==> config.mk <==
export PLATFORM = sky130hd
export DESIGN_NAME = fetch_stage
export DESIGN_NICKNAME = d
export VERILOG_FILES = /design/src/rtl/riscv_pkg.sv /design/src/rtl/if_id_reg.sv /design/src/rtl/fetch_stage.sv
export SDC_FILE = /design/constraint.sdc
export NUM_CORES = 1
export LEC_CHECK = 0
export ABC_CLOCK_PERIOD_IN_PS = 6140
export CORE_MARGIN = 10
export CORE_UTILIZATION = 56
export CTS_CLUSTER_DIAMETER = 200
export CTS_CLUSTER_SIZE = 28
export DETAILED_ROUTE_END_ITERATION = 7
export GPL_ROUTABILITY_DRIVEN = 0
export PLACE_DENSITY = 0.89
export SLEW_MARGIN = 5
export SYNTH_ARGS = -nofsm -noshare
export SYNTH_HDL_FRONTEND = slang
export SYNTH_HIERARCHICAL = 1
export SYNTH_SLANG_ARGS = --single-unit
==> constraint.sdc <==
create_clock -name clk -period 6.14 [get_ports clk]
set_input_delay 1.228 -clock clk [delete_from_list [all_inputs] [get_ports clk]]
set_output_delay 1.228 -clock clk [all_outputs]
set_load 0.02 [all_outputs]
==> src/rtl/riscv_pkg.sv <==
// Shared definitions for the fetch slice: machine widths, the bubble
// instruction and the fetch FSM state encoding.
package riscv_pkg;

    localparam int unsigned XLEN = 64;
    localparam int unsigned ILEN = 32;

    // addi x0, x0, 0
    localparam logic [ILEN-1:0] NOP_INSTR = 32'h0000_0013;

    // FS_REQ   : request outstanding (or about to be issued)
    // FS_HOLD  : returned word parked in the skid buffer during a stall
    // FS_DRAIN : waiting to discard a response made stale by a redirect
    typedef enum logic [1:0] {
        FS_REQ   = 2'd0,
        FS_HOLD  = 2'd1,
        FS_DRAIN = 2'd2
    } fetch_state_e;

    // Force an address onto a 4-byte boundary.
    function automatic logic [XLEN-1:0] align_word(input logic [XLEN-1:0] a);
        return {a[XLEN-1:2], 2'b00};
    endfunction

endpackage

==> src/rtl/if_id_reg.sv <==
// IF/ID pipeline register.
//   clk, rst_n : clock, asynchronous active-low reset
//   i_bubble   : replace contents with NOP_INSTR, valid=0 (PC kept)
//   i_load     : capture i_instr / i_pc with valid=1
//   (neither)  : hold current contents
//   o_instr, o_pc, o_valid : register contents presented to decode
module if_id_reg
    import riscv_pkg::*;
#(
    parameter logic [ILEN-1:0] NOP_INSTR = riscv_pkg::NOP_INSTR
) (
    input  logic            clk,
    input  logic            rst_n,
    input  logic            i_bubble,
    input  logic            i_load,
    input  logic [ILEN-1:0] i_instr,
    input  logic [XLEN-1:0] i_pc,
    output logic [ILEN-1:0] o_instr,
    output logic [XLEN-1:0] o_pc,
    output logic            o_valid
);

    logic [ILEN-1:0] r_instr;
    logic [XLEN-1:0] r_pc;
    logic            r_valid;

    always_ff @(posedge clk or negedge rst_n) begin
        if (!rst_n) begin
            r_instr <= NOP_INSTR;
            r_pc    <= '0;
            r_valid <= 1'b0;
        end else if (i_bubble) begin
            r_instr <= NOP_INSTR;
            r_valid <= 1'b0;
        end else if (i_load) begin
            r_instr <= i_instr;
            r_pc    <= i_pc;
            r_valid <= 1'b1;
        end
    end

    assign o_instr = r_instr;
    assign o_pc    = r_pc;
    assign o_valid = r_valid;

endmodule

==> src/rtl/fetch_stage.sv <==
// Instruction fetch stage with a single outstanding memory request,
// a one-entry skid buffer for load-use stalls and branch redirect.
//   clk, rst_n              : clock, asynchronous active-low reset
//   hazard_detected         : stall from decode (hold PC and IF/ID)
//   flush, branch_target    : taken-branch redirect
//   imem_req, imem_addr     : fetch request to instruction memory
//   imem_rdata, imem_valid  : instruction memory response
//   if_id_instruction/pc/valid : IF/ID register towards decode
//   fetch_misaligned        : one-cycle pulse for a redirect target with bits[1:0]!=0
module fetch_stage
    import riscv_pkg::*;
#(
    parameter logic [XLEN-1:0] RESET_PC  = 64'h0,
    parameter logic [ILEN-1:0] NOP_INSTR = riscv_pkg::NOP_INSTR
) (
    input  logic            clk,
    input  logic            rst_n,
    input  logic            hazard_detected,
    input  logic            flush,
    input  logic [XLEN-1:0] branch_target,
    output logic            imem_req,
    output logic [XLEN-1:0] imem_addr,
    input  logic [ILEN-1:0] imem_rdata,
    input  logic            imem_valid,
    output logic [ILEN-1:0] if_id_instruction,
    output logic [XLEN-1:0] if_id_pc,
    output logic            if_id_valid,
    output logic            fetch_misaligned
);

    fetch_state_e    r_state;
    fetch_state_e    w_state_nx;
    logic            r_req;
    logic [XLEN-1:0] r_pc;
    logic [XLEN-1:0] w_pc_nx;
    logic [XLEN-1:0] w_pc_inc;
    logic [ILEN-1:0] r_skid_instr;
    logic [ILEN-1:0] w_skid_instr_nx;
    logic [XLEN-1:0] r_skid_pc;
    logic [XLEN-1:0] w_skid_pc_nx;
    logic            r_skid_valid;
    logic            w_skid_valid_nx;
    logic            r_misaligned;
    logic            w_accept;
    logic            w_ifid_bubble;
    logic            w_ifid_load;
    logic [ILEN-1:0] w_ifid_instr;
    logic [XLEN-1:0] w_ifid_pc;

    // Wraps modulo 2^64 naturally.
    assign w_pc_inc = r_pc + 64'd4;

    // A response only counts while our request is actually on the bus;
    // r_req is low for the first cycle after reset, so stray valids there
    // are ignored too.
    assign w_accept = (r_state == FS_REQ) && r_req && imem_valid;

    always_comb begin
        w_state_nx      = r_state;
        w_pc_nx         = r_pc;
        w_skid_instr_nx = r_skid_instr;
        w_skid_pc_nx    = r_skid_pc;
        w_skid_valid_nx = r_skid_valid;
        w_ifid_bubble   = 1'b0;
        w_ifid_load     = 1'b0;
        w_ifid_instr    = imem_rdata;
        w_ifid_pc       = r_pc;

        if (flush) begin
            w_pc_nx         = align_word(branch_target);
            w_skid_instr_nx = NOP_INSTR;
            w_skid_pc_nx    = '0;
            w_skid_valid_nx = 1'b0;
            w_ifid_bubble   = 1'b1;
            unique case (r_state)
                FS_REQ:   w_state_nx = (r_req && !imem_valid) ? FS_DRAIN : FS_REQ;
                FS_HOLD:  w_state_nx = FS_REQ;
                FS_DRAIN: w_state_nx = imem_valid ? FS_REQ : FS_DRAIN;
                default:  w_state_nx = FS_REQ;
            endcase
        end else begin
            // With no stall, a cycle that delivers no word leaves a bubble
            // so decode never re-executes the previous instruction.
            unique case (r_state)
                FS_REQ: begin
                    if (w_accept) begin
                        if (hazard_detected) begin
                            w_skid_instr_nx = imem_rdata;
                            w_skid_pc_nx    = r_pc;
                            w_skid_valid_nx = 1'b1;
                            w_state_nx      = FS_HOLD;
                        end else begin
                            w_ifid_load = 1'b1;
                            w_pc_nx     = w_pc_inc;
                        end
                    end else if (!hazard_detected) begin
                        w_ifid_bubble = 1'b1;
                    end
                end
                FS_HOLD: begin
                    if (!hazard_detected) begin
                        w_ifid_load     = r_skid_valid;
                        w_ifid_bubble   = !r_skid_valid;
                        w_ifid_instr    = r_skid_instr;
                        w_ifid_pc       = r_skid_pc;
                        w_skid_valid_nx = 1'b0;
                        w_pc_nx         = w_pc_inc;
                        w_state_nx      = FS_REQ;
                    end
                end
                FS_DRAIN: begin
                    if (imem_valid) begin
                        w_state_nx = FS_REQ;
                    end
                    w_ifid_bubble = !hazard_detected;
                end
                default: begin
                    w_state_nx = FS_REQ;
                end
            endcase
        end
    end

    always_ff @(posedge clk or negedge rst_n) begin
        if (!rst_n) begin
            r_state      <= FS_REQ;
            r_req        <= 1'b0;
            r_pc         <= RESET_PC;
            r_skid_instr <= NOP_INSTR;
            r_skid_pc    <= '0;
            r_skid_valid <= 1'b0;
            r_misaligned <= 1'b0;
        end else begin
            r_state      <= w_state_nx;
            r_req        <= (w_state_nx == FS_REQ);
            r_pc         <= w_pc_nx;
            r_skid_instr <= w_skid_instr_nx;
            r_skid_pc    <= w_skid_pc_nx;
            r_skid_valid <= w_skid_valid_nx;
            r_misaligned <= flush && (branch_target[1:0] != 2'b00);
        end
    end

    if_id_reg #(
        .NOP_INSTR (NOP_INSTR)
    ) u_if_id (
        .clk      (clk),
        .rst_n    (rst_n),
        .i_bubble (w_ifid_bubble),
        .i_load   (w_ifid_load),
        .i_instr  (w_ifid_instr),
        .i_pc     (w_ifid_pc),
        .o_instr  (if_id_instruction),
        .o_pc     (if_id_pc),
        .o_valid  (if_id_valid)
    );

    assign imem_req         = r_req;
    assign imem_addr        = r_pc;
    assign fetch_misaligned = r_misaligned;

endmodule

### Word-level counts from Yosys, hierarchy flattened

Cells that the tools add are included.
Widths: inputs -> output; s select.

| word-level totals | value |
|---|---|
| memories kept | 0 |
| output and inout port bits | 163 |
| memory bits (read-only) | 0 |
| bits in registers | 262 |
| memory bits (writable) | 0 |
| input port bits | 101 |
| bits in latches | 0 |

| operators by class | value |
|---|---|
| equal/unequal tests | 5 |
| mux-type cells | 43 |
| div/mod/pow operators | 0 |
| bitwise gates (word level) | 1 |
| multipliers | 0 |
| reduce and logical (&&, ||, !) cells | 18 |
| order comparisons | 0 |
| $add $sub $neg | 1 |
| shift operators | 0 |

Operators by type and width:

| kind | number |
|---|---|
| $mux 64 | 9 |
| $mux 32 | 8 |
| $pmux 64 s2 | 1 |
| $add 64x3->64 const B | 1 |
| $mux 2 | 7 |
| $mux 1 | 13 |
| $ne 3x3->1 const B | 3 |
| $reduce_bool 2->1 | 4 |
| $pmux 2 s3 | 1 |
| $reduce_and 2->1 | 3 |
| $logic_and 1x1->1 | 4 |
| $logic_not 2->1 | 2 |
| $pmux 1 s2 | 2 |
| $pmux 2 s2 | 1 |
| $reduce_and 4->1 | 1 |
| $logic_not 1->1 | 3 |
| $pmux 1 s3 | 1 |
| $reduce_bool 3->1 | 1 |
| $eq 2x1->1 const B | 1 |
| $eq 2x2->1 const B | 1 |
| $not 1->1 | 1 |

### Depth between registers and ports, before layout

Gate-level depths: netlist of run 1.

| depth | value |
|---|---|
| depth after elaboration | 8 |
| depth in mapped cells | 10 |
| mapped depth without buffers | 6 |

### Modules after synthesis

The synthesis of run 1 kept the hierarchy.

By module, submodules not included:

| module | times used | cells an instance | area each (sq um) | seq. area each (sq um) |
|---|---|---|---|---|
| fetch_stage | 1 | 1031 | 9007.4 | 4082.7 |
| if_id_reg | 1 | 243 | 4020.1 | 2431.1 |

### Least setup slack after synthesis of run 1

No wires, ideal clock.

| timing path | value |
|---|---|
| path kind | in2reg |
| start point | input hazard_detected |
| end point | register u_if_id.r_pc[10], in the netlist u_if_id/o_pc[10] |
| path slack | 2.636 ns |
| arrival time | 3.379 ns |
| setup time | 0.125 ns |
| stages on the path | 10 |
| cells stage by stage | clkbuf_1 > nor3_1 > clkbuf_1 > clkbuf_1 > a22o_1 > buf_6 > nor2b_4 > buf_8 > buf_12 > mux2_4 |

| between the ends | value |
|---|---|
| elaborated cells between the ends (all ways) | 15 |
| classes of those cells | mux (12); bitwise (1); reduce/logical (2) |

RTL lines:

| item | line | text |
|---|---|---|
| start: declaration | fetch_stage.sv:18 | `input logic hazard_detected,` |
| $mux 1 | fetch_stage.sv:87 | `if (hazard_detected) begin` |
| $mux 1 | fetch_stage.sv:86 | `if (w_accept) begin` |
| $pmux 1 s2 (*) | fetch_stage.sv:84 | `unique case (r_state)` |
| $mux 1 (*) | fetch_stage.sv:69 | `if (flush) begin` |
| named net w_ifid_load | fetch_stage.sv:46 | `logic w_ifid_load;` |
| $reduce_and 2->1 (no source line) (*) | n/a |  |
| end signal: assignment | if_id_reg.sv:37 | `r_pc <= i_pc;` |
| end: declaration | if_id_reg.sv:24 | `logic [XLEN-1:0] r_pc;` |

Mark *: on every way through the listed nets, which the timed path passes. The rest lies on a longest branch.
A chain may end at the register's enable or synchronous reset.

### Worst setup path after layout of run 1

| timing path | value |
|---|---|
| start point | input hazard_detected |
| end point | register r_pc[59], in the netlist imem_addr[59] |

| between the ends | value |
|---|---|
| longest elaborated chain between the ends | 4 |

Ends and longest elaborated chain:

| item | line | text |
|---|---|---|
| $mux 64 (*) | n/a |  |
| $mux 64 | n/a |  |
| $pmux 64 s2 (*) | n/a |  |
| $mux 64 (*) | n/a |  |
| end signal: assignment | fetch_stage.sv:136 | `r_pc <= w_pc_nx;` |
| end: declaration | fetch_stage.sv:34 | `logic [XLEN-1:0] r_pc;` |

Mark *: on every way between the ends. The rest lies on a longest branch, timed or not. The select of a mux whose other input is x is not followed.

==> results of run 1 <==
## final timing paths
check | to | slack, ps
min reg2reg | r_skid_instr[0] | 490
min in group asynchronous | u_if_id/o_pc[34] | 740
max reg2reg | imem_addr[59] | 3010
max | imem_addr[59] | 2140
max in group asynchronous | r_skid_instr[18] | 4070
min | r_skid_instr[0] | 490
## routing by layer
layer	vias to the layer above	global-route usage, %
met3	52	6.53
met2	418	40.1
met5	-	0
li1	4793	-
met1	5235	29.9
met4	2	4.75
## worst min-delay path, delay by kind of cell (launching register included)
family           cells  cell delay, ps
flip-flops           1             380
AND/OR/NAND/NOR      2             110
## logic make-up after synthesis
family,synth area share [%]
AO/OA/AOI/OAI,7.73
XOR/XNOR,2.55
adder cells (fa/ha/maj),0.0960
buffers and inverters,4.00
flip-flops,50.0
multiplexers,17.8
other,0.0288
AND/OR/NAND/NOR,17.8
## layout make-up
type | instances | area share, %
Inverter | 7 | 0.164
Timing Repair Buffer | 270 | 17.0
Sequential cell | 260 | 40.6
Clock inverter | 1 | 0.125
Tap cell | 313 | 2.44
Multi-Input combinational cell | 913 | 37.5
Antenna cell | 2 | 0.0312
Clock buffer | 20 | 2.19
## cell usage in the layout, fill, tap and decap left out, types with 3 or more instances in the layout
cell type	synthesis	layout
or4_1	11	11
nand4_1	26	26
nor2_1	64	64
clkbuf_16	0	13
o31ai_1	6	5
nand3_1	23	23
dfstp_2	6	6
a221o_1	3	3
dfrtp_1	254	254
mux2_4	60	60
and2_1	7	6
buf_12	6	3
and3_1	11	11
or3_1	9	9
and4_1	14	14
xnor2_1	30	30
a211o_1	6	6
nor4_1	22	22
inv_1	6	6
a22oi_1	4	4
a31oi_1	13	13
nor4b_1	3	3
a21oi_1	94	94
mux2i_1	36	36
xor2_1	8	8
buf_4	3	6
o21ai_0	51	51
nor2b_1	9	9
nor3_1	17	16
mux2_2	94	94
clkbuf_1	70	7
nand2_1	273	272
clkdlybuf4s50_1	0	259
## registers in the layout, indices dropped and copies added, names as in the netlist
register / flops
fetch_misaligned: 1
imem_addr: 62
imem_req: 1
r_skid_instr: 32
r_skid_pc: 64
r_skid_valid: 1
r_state: 2
u_if_id/o_instr: 32
u_if_id/o_pc: 64
u_if_id/o_valid: 1
## power groups by stage
stage	sequential [mW]	combinational, mW	clock [mW]
2_1_floorplan	2.34	0.465	0
3_3_place_gp	2.15	1.26	0
3_5_place_dp	2.16	1.29	0
4_1_cts	2.13	1.29	0.993
5_1_grt	2.17	1.36	1.05
6_report	2.14	1.28	0.978
## through the flow
step / setup slack [ps] / cell area, um^2
floorplan: 2640 / 13000
global placement: 1800 / 15700
detailed placement: 1700 / 15700
CTS: 2210 / 16100
global route: 2060 / 16100
finish: 2140 / 16100
==> results.py, run 1 <==
metrics = {
    "detailed_routing": {
        "drtAntennaViolNets": 0,
        "wl_met2_um": 18000,
        "dr.pass1.iters": 5,
        "dr_wl_met3_um": 3070,
        "drtIter0Drc": 943,
        "met1Wirelength_um": 15100,
        "wl_um": 37000,
        "avgViaCountPerCell": 5.88,
        "highest_layer": "met5",
        "vias": 10500,
        "drc": 0,
        "wl_per_cell_um": 20.7,
    },
    "critical_path": {
        "start_kind": "input pin",
        "crit_top_cell": "or4_1",
        "crit_buf_inv": 1,
        "reg2reg_from": "imem_addr[4]",
        "worstSetupPathDepth": 6,
        "reg2regPathDepth": 5,
        "endpoint_kind": "flip-flop",
        "worstPathCellList": "clkdlybuf4s50_1 > nor2_1 > nand4_1 > or4_1 > or4_1 > a31oi_1",
        "cp_max_fo": 14,
        "max_stage_delay_ps": 910,
        "crit_family": "simple AND/OR/NAND/NOR gates",
        "crit_required_ps": 6560,
        "cp_data_arrival_time_ps": 4410,
        "slowest_stage": "or4_1",
        "critPathKind": "in2reg",
        "crit_start": "hazard_detected",
    },
    "cts": {
        "root_buffer": "clkbuf_16",
        "cts_setup_buffers": 0,
        "cts_made_buffers": 13,
        "cts.sinks": 260,
        "cts_tree": "yes",
        "htreeDepth": 1,
        "clk_path_buf_depth": 3,
        "clk_pin_slew_ps": 110,
        "cts_hold_buf": 0,
        "cts_resized": 0,
        "clk_latency_ps": 500,
    },
    "sta": {
        "fin_crit_sh_pct": 65.1,
        "relSlewSlack_pct": 23.7,
        "grt_setup_unrepaired": "false",
        "tns_ps": 0,
        "setup_viol": 0,
        "slew_viol_final": 0,
        "fmax_mhz": 250,
        "whs_ps": 487,
        "finalHoldViolCount": 0,
        "fin_crit_ps": 4000,
        "skew_ps": 39.8,
        "tightest_slew_ps": 1140,
    },
    "grt": {
        "track_usage_pct": 23.8,
        "grt_max_degree": 156,
        "grt_pass1_wl_um": 59000,
        "first_global_vias": 10500,
        "antenna_found_initial": 2,
        "grt_overflow_total": 0,
    },
    "status": {
        "status": "finished, final reports clean",
    },
    "logic_synthesis": {
        "ys.flop_type": "dfrtp_1",
        "yosysTopAreaCellShare_pct": 48.8,
        "synth.most_common_cell": "nand2_1",
        "synthTopCellsByCount": "nand2_1, dfrtp_1, a21oi_1, mux2_2, clkbuf_1",
        "ys_ff_latch": 260,
        "synth_edf_count": 0,
        "async_flop_share_pct": 100,
        "yosys_warnings": 6,
        "synthesis.area_mm2": 0.0130,
        "synth_area_leaders": "dfrtp_1, mux2_2, nand2_1, mux2_4, a21oi_1",
        "avgSynthCellArea_um2": 10.2,
        "synth_cell_types": 51,
        "synth_top_area_cell": "dfrtp_1",
        "synth_cells": 1274,
        "ys_seq_area_share_pct": 50.0,
    },
    "floorplan": {
        "rows": 55,
        "start_util_pct": 57.2,
        "io_pins": 264,
        "die_area_mm2": 0.0298,
        "fp.dieH_um": 173,
        "die_w_um": 173,
        "coreArea_mm2": 0.0228,
    },
    "place": {
        "dp.cells": 1763,
        "portBuffers": 261,
        "dp_hpwl_um": 24900,
    },
    "power": {
        "p_seq_share_pct": 48.6,
        "switching_share_pct": 31.3,
        "intPower_mw": 3.02,
        "power_density_mw_per_mm2": 274,
        "clockPowerShare_pct": 22.3,
        "ir_worst_vdd_mv": 0.204,
        "power_frac_comb_pct": 29.1,
        "p_total_mw": 4.39,
        "p_leak_nw": 6.41,
        "power.switching_mw": 1.37,
    },
    "finish": {
        "seqCellArea_mm2": 0.00651,
        "fin_util_pct": 70.5,
        "fill_cells": 1630,
        "area_growth_pct": 23.3,
        "layout.nets": 1567,
        "drive_gt1_share_pct": 13.4,
        "finalNonFillerCells": 1786,
        "multiInputGateArea_mm2": 0.00603,
    },
    "min_path": {
        "hp-class": "reg2reg",
        "hold_depth": 2,
        "hold_path_startpoint": "r_skid_instr[0]",
    },
    "run": {
        "max_cap_violations": 0,
    },
}
No activity file was read; power rests on OpenSTA's default activity.
==> inputs of run 2 (changes only) <==
--- a/config.mk
+++ b/config.mk
@@ -5,14 +5,14 @@
 export SDC_FILE = /design/constraint.sdc
 export NUM_CORES = 1
 export LEC_CHECK = 0
-export ABC_CLOCK_PERIOD_IN_PS = 6140
+export ABC_CLOCK_PERIOD_IN_PS = 3570
 export CORE_MARGIN = 10
-export CORE_UTILIZATION = 56
+export CORE_UTILIZATION = 47
 export CTS_CLUSTER_DIAMETER = 200
 export CTS_CLUSTER_SIZE = 28
 export DETAILED_ROUTE_END_ITERATION = 7
 export GPL_ROUTABILITY_DRIVEN = 0
-export PLACE_DENSITY = 0.89
+export PLACE_DENSITY = 0.8
 export SLEW_MARGIN = 5
 export SYNTH_ARGS = -nofsm -noshare
 export SYNTH_HDL_FRONTEND = slang
==> constraint.sdc (replaced) <==
create_clock -name clk -period 3.57 [get_ports clk]
set_input_delay 0.714 -clock clk [delete_from_list [all_inputs] [get_ports clk]]
set_output_delay 0.714 -clock clk [all_outputs]
set_load 0.02 [all_outputs]
==> results.py, run 2 (same netlist as run 1, synthesis figures left out) <==
metrics = {
    "detailed_routing": {
        "drc": 0,
        "drtIter0Drc": 830,
        "drtAntennaViolNets": 0,
        "dr.pass1.iters": 5,
        "wl_um": 37500,
        "wl_per_cell_um": 20.1,
        "vias": 10400,
        "avgViaCountPerCell": 5.59,
    },
    "floorplan": {
        "coreArea_mm2": 0.0271,
        "die_area_mm2": 0.0348,
        "rows": 60,
        "io_pins": 264,
        "start_util_pct": 48.1,
        "fp.dieH_um": 186,
        "die_w_um": 186,
    },
    "grt": {
        "first_global_vias": 10800,
        "grt_overflow_total": 0,
        "antenna_found_initial": 3,
        "grt_pass1_wl_um": 60400,
        "grt_max_degree": 179,
        "track_usage_pct": 20.9,
    },
    "sta": {
        "relSlewSlack_pct": 34.1,
        "fin_crit_sh_pct": 77.5,
        "finalHoldViolCount": 0,
        "skew_ps": 28.4,
        "grt_setup_unrepaired": "false",
        "slew_viol_final": 0,
        "fin_crit_ps": 2770,
        "tightest_slew_ps": 988,
        "tns_ps": 0,
        "fmax_mhz": 362,
        "setup_viol": 0,
    },
    "power": {
        "power_density_mw_per_mm2": 464,
        "p_leak_nw": 6.51,
        "ir_worst_vdd_mv": 0.307,
    },
    "critical_path": {
        "crit_end": "imem_addr[59]",
        "max_stage_delay_ps": 670,
        "r2r-end": "imem_addr[59]",
        "crit_family": "simple AND/OR/NAND/NOR gates",
        "cp_max_fo": 11,
        "crit_start": "imem_addr[6]",
        "endpoint_kind": "flip-flop",
        "regToRegSetupSlack_ps": 800,
        "reg2reg_from": "imem_addr[6]",
        "cp_data_arrival_time_ps": 3200,
        "worstSetupPathDepth": 6,
        "critPathKind": "reg2reg",
        "start_kind": "flip-flop",
        "crit_top_cell": "or4_1",
        "crit_required_ps": 4000,
        "reg2regPathDepth": 6,
        "slowest_stage": "or4_1",
        "worstPathCellList": "and4_1 > nand4_1 > buf_4 > or4_1 > or4_1 > a31oi_1",
        "crit_buf_inv": 1,
    },
    "cts": {
        "clk_pin_slew_ps": 110,
        "cts_resized": 0,
        "cts.sinks": 260,
        "clk_latency_ps": 500,
        "cts_tree": "yes",
        "cts_hold_buf": 0,
        "root_buffer": "clkbuf_16",
        "cts_setup_buffers": 0,
        "clk_path_buf_depth": 3,
        "cts_made_buffers": 13,
        "htreeDepth": 1,
    },
    "finish": {
        "fin_util_pct": 60.2,
        "multiInputGateArea_mm2": 0.00603,
        "layout_common_cells": "nand2_1, clkdlybuf4s50_1, dfrtp_1",
        "layout.nets": 1584,
        "fill_cells": 2224,
        "area_growth_pct": 25.2,
        "drive_gt1_share_pct": 14.5,
        "finalNonFillerCells": 1862,
        "seqCellArea_mm2": 0.00651,
        "final_common_cell": "nand2_1",
    },
    "place": {
        "portBuffers": 261,
        "dp.cells": 1839,
        "dp_hpwl_um": 26100,
    },
    "status": {
        "status": "finished, final reports clean",
    },
    "run": {
        "max_cap_violations": 0,
    },
    "min_path": {
        "hp-class": "in2async",
    },
}
==> run 2: changes by cell type in the layout (fill, tap and decap cells not counted), sizes merged <==
| cell | previous run | this run |
|---|---|---|
| diode | 2 | 4 |
| inv | 8 | 9 |
| clkbuf | 20 | 17 |
| buf | 11 | 28 |
==> run 2: layout make-up <==
class	count	area share, %
diodes	4	0.0614
clock inverters	2	0.176
well taps	372	2.85
repair buffers	287	17.8
inverters	7	0.161
clock buffers	17	2.09
multi-input cells	913	36.9
flip-flops and latches	260	39.9
==> run 2: worst min-delay path by stage <==
stage | to | slack, ps | cells after the start
floorplan | fetch_misaligned | 420 | 0
global placement | r_skid_instr[0] | 470 | 2
detailed placement | u_if_id/o_valid | 480 | 2
CTS | u_if_id/o_pc[15] | 290 | 1
global route | r_skid_pc[15] | 310 | 1
finish | imem_addr[12] | 270 | 1
==> run 2: power breakdown <==
group / internal, mW / switching (mW) / leakage, nW / total (mW)
Combinational: 1.18 / 1.05 / 2.96 / 2.23
Clock: 0.700 / 0.970 / 0.179 / 1.67
Sequential: 3.32 / 0.349 / 3.37 / 3.67
==> run 2: metrics by stage <==
stage / cell area (um^2) / hold slack (ps) / power (mW) / setup slack, ps
final: 16300 / 269 / 7.57 / 804
after global routing: 16300 / 307 / 7.91 / 638
after CTS: 16300 / 288 / 7.65 / 808
after detailed placement: 15900 / 482 / 5.97 / 402
after global placement: 15900 / 467 / 5.90 / 418
after floorplan: 13000 / 418 / 4.83 / 580
==> run 2: routing by layer <==
metal	global-route usage, %	up-vias	routed length [um]
met1	26.3	5188	15700
li1	-	4834	-
met3	6.26	52	2950
met5	0	-	0
met4	5.33	0	867
met2	34.2	339	18000
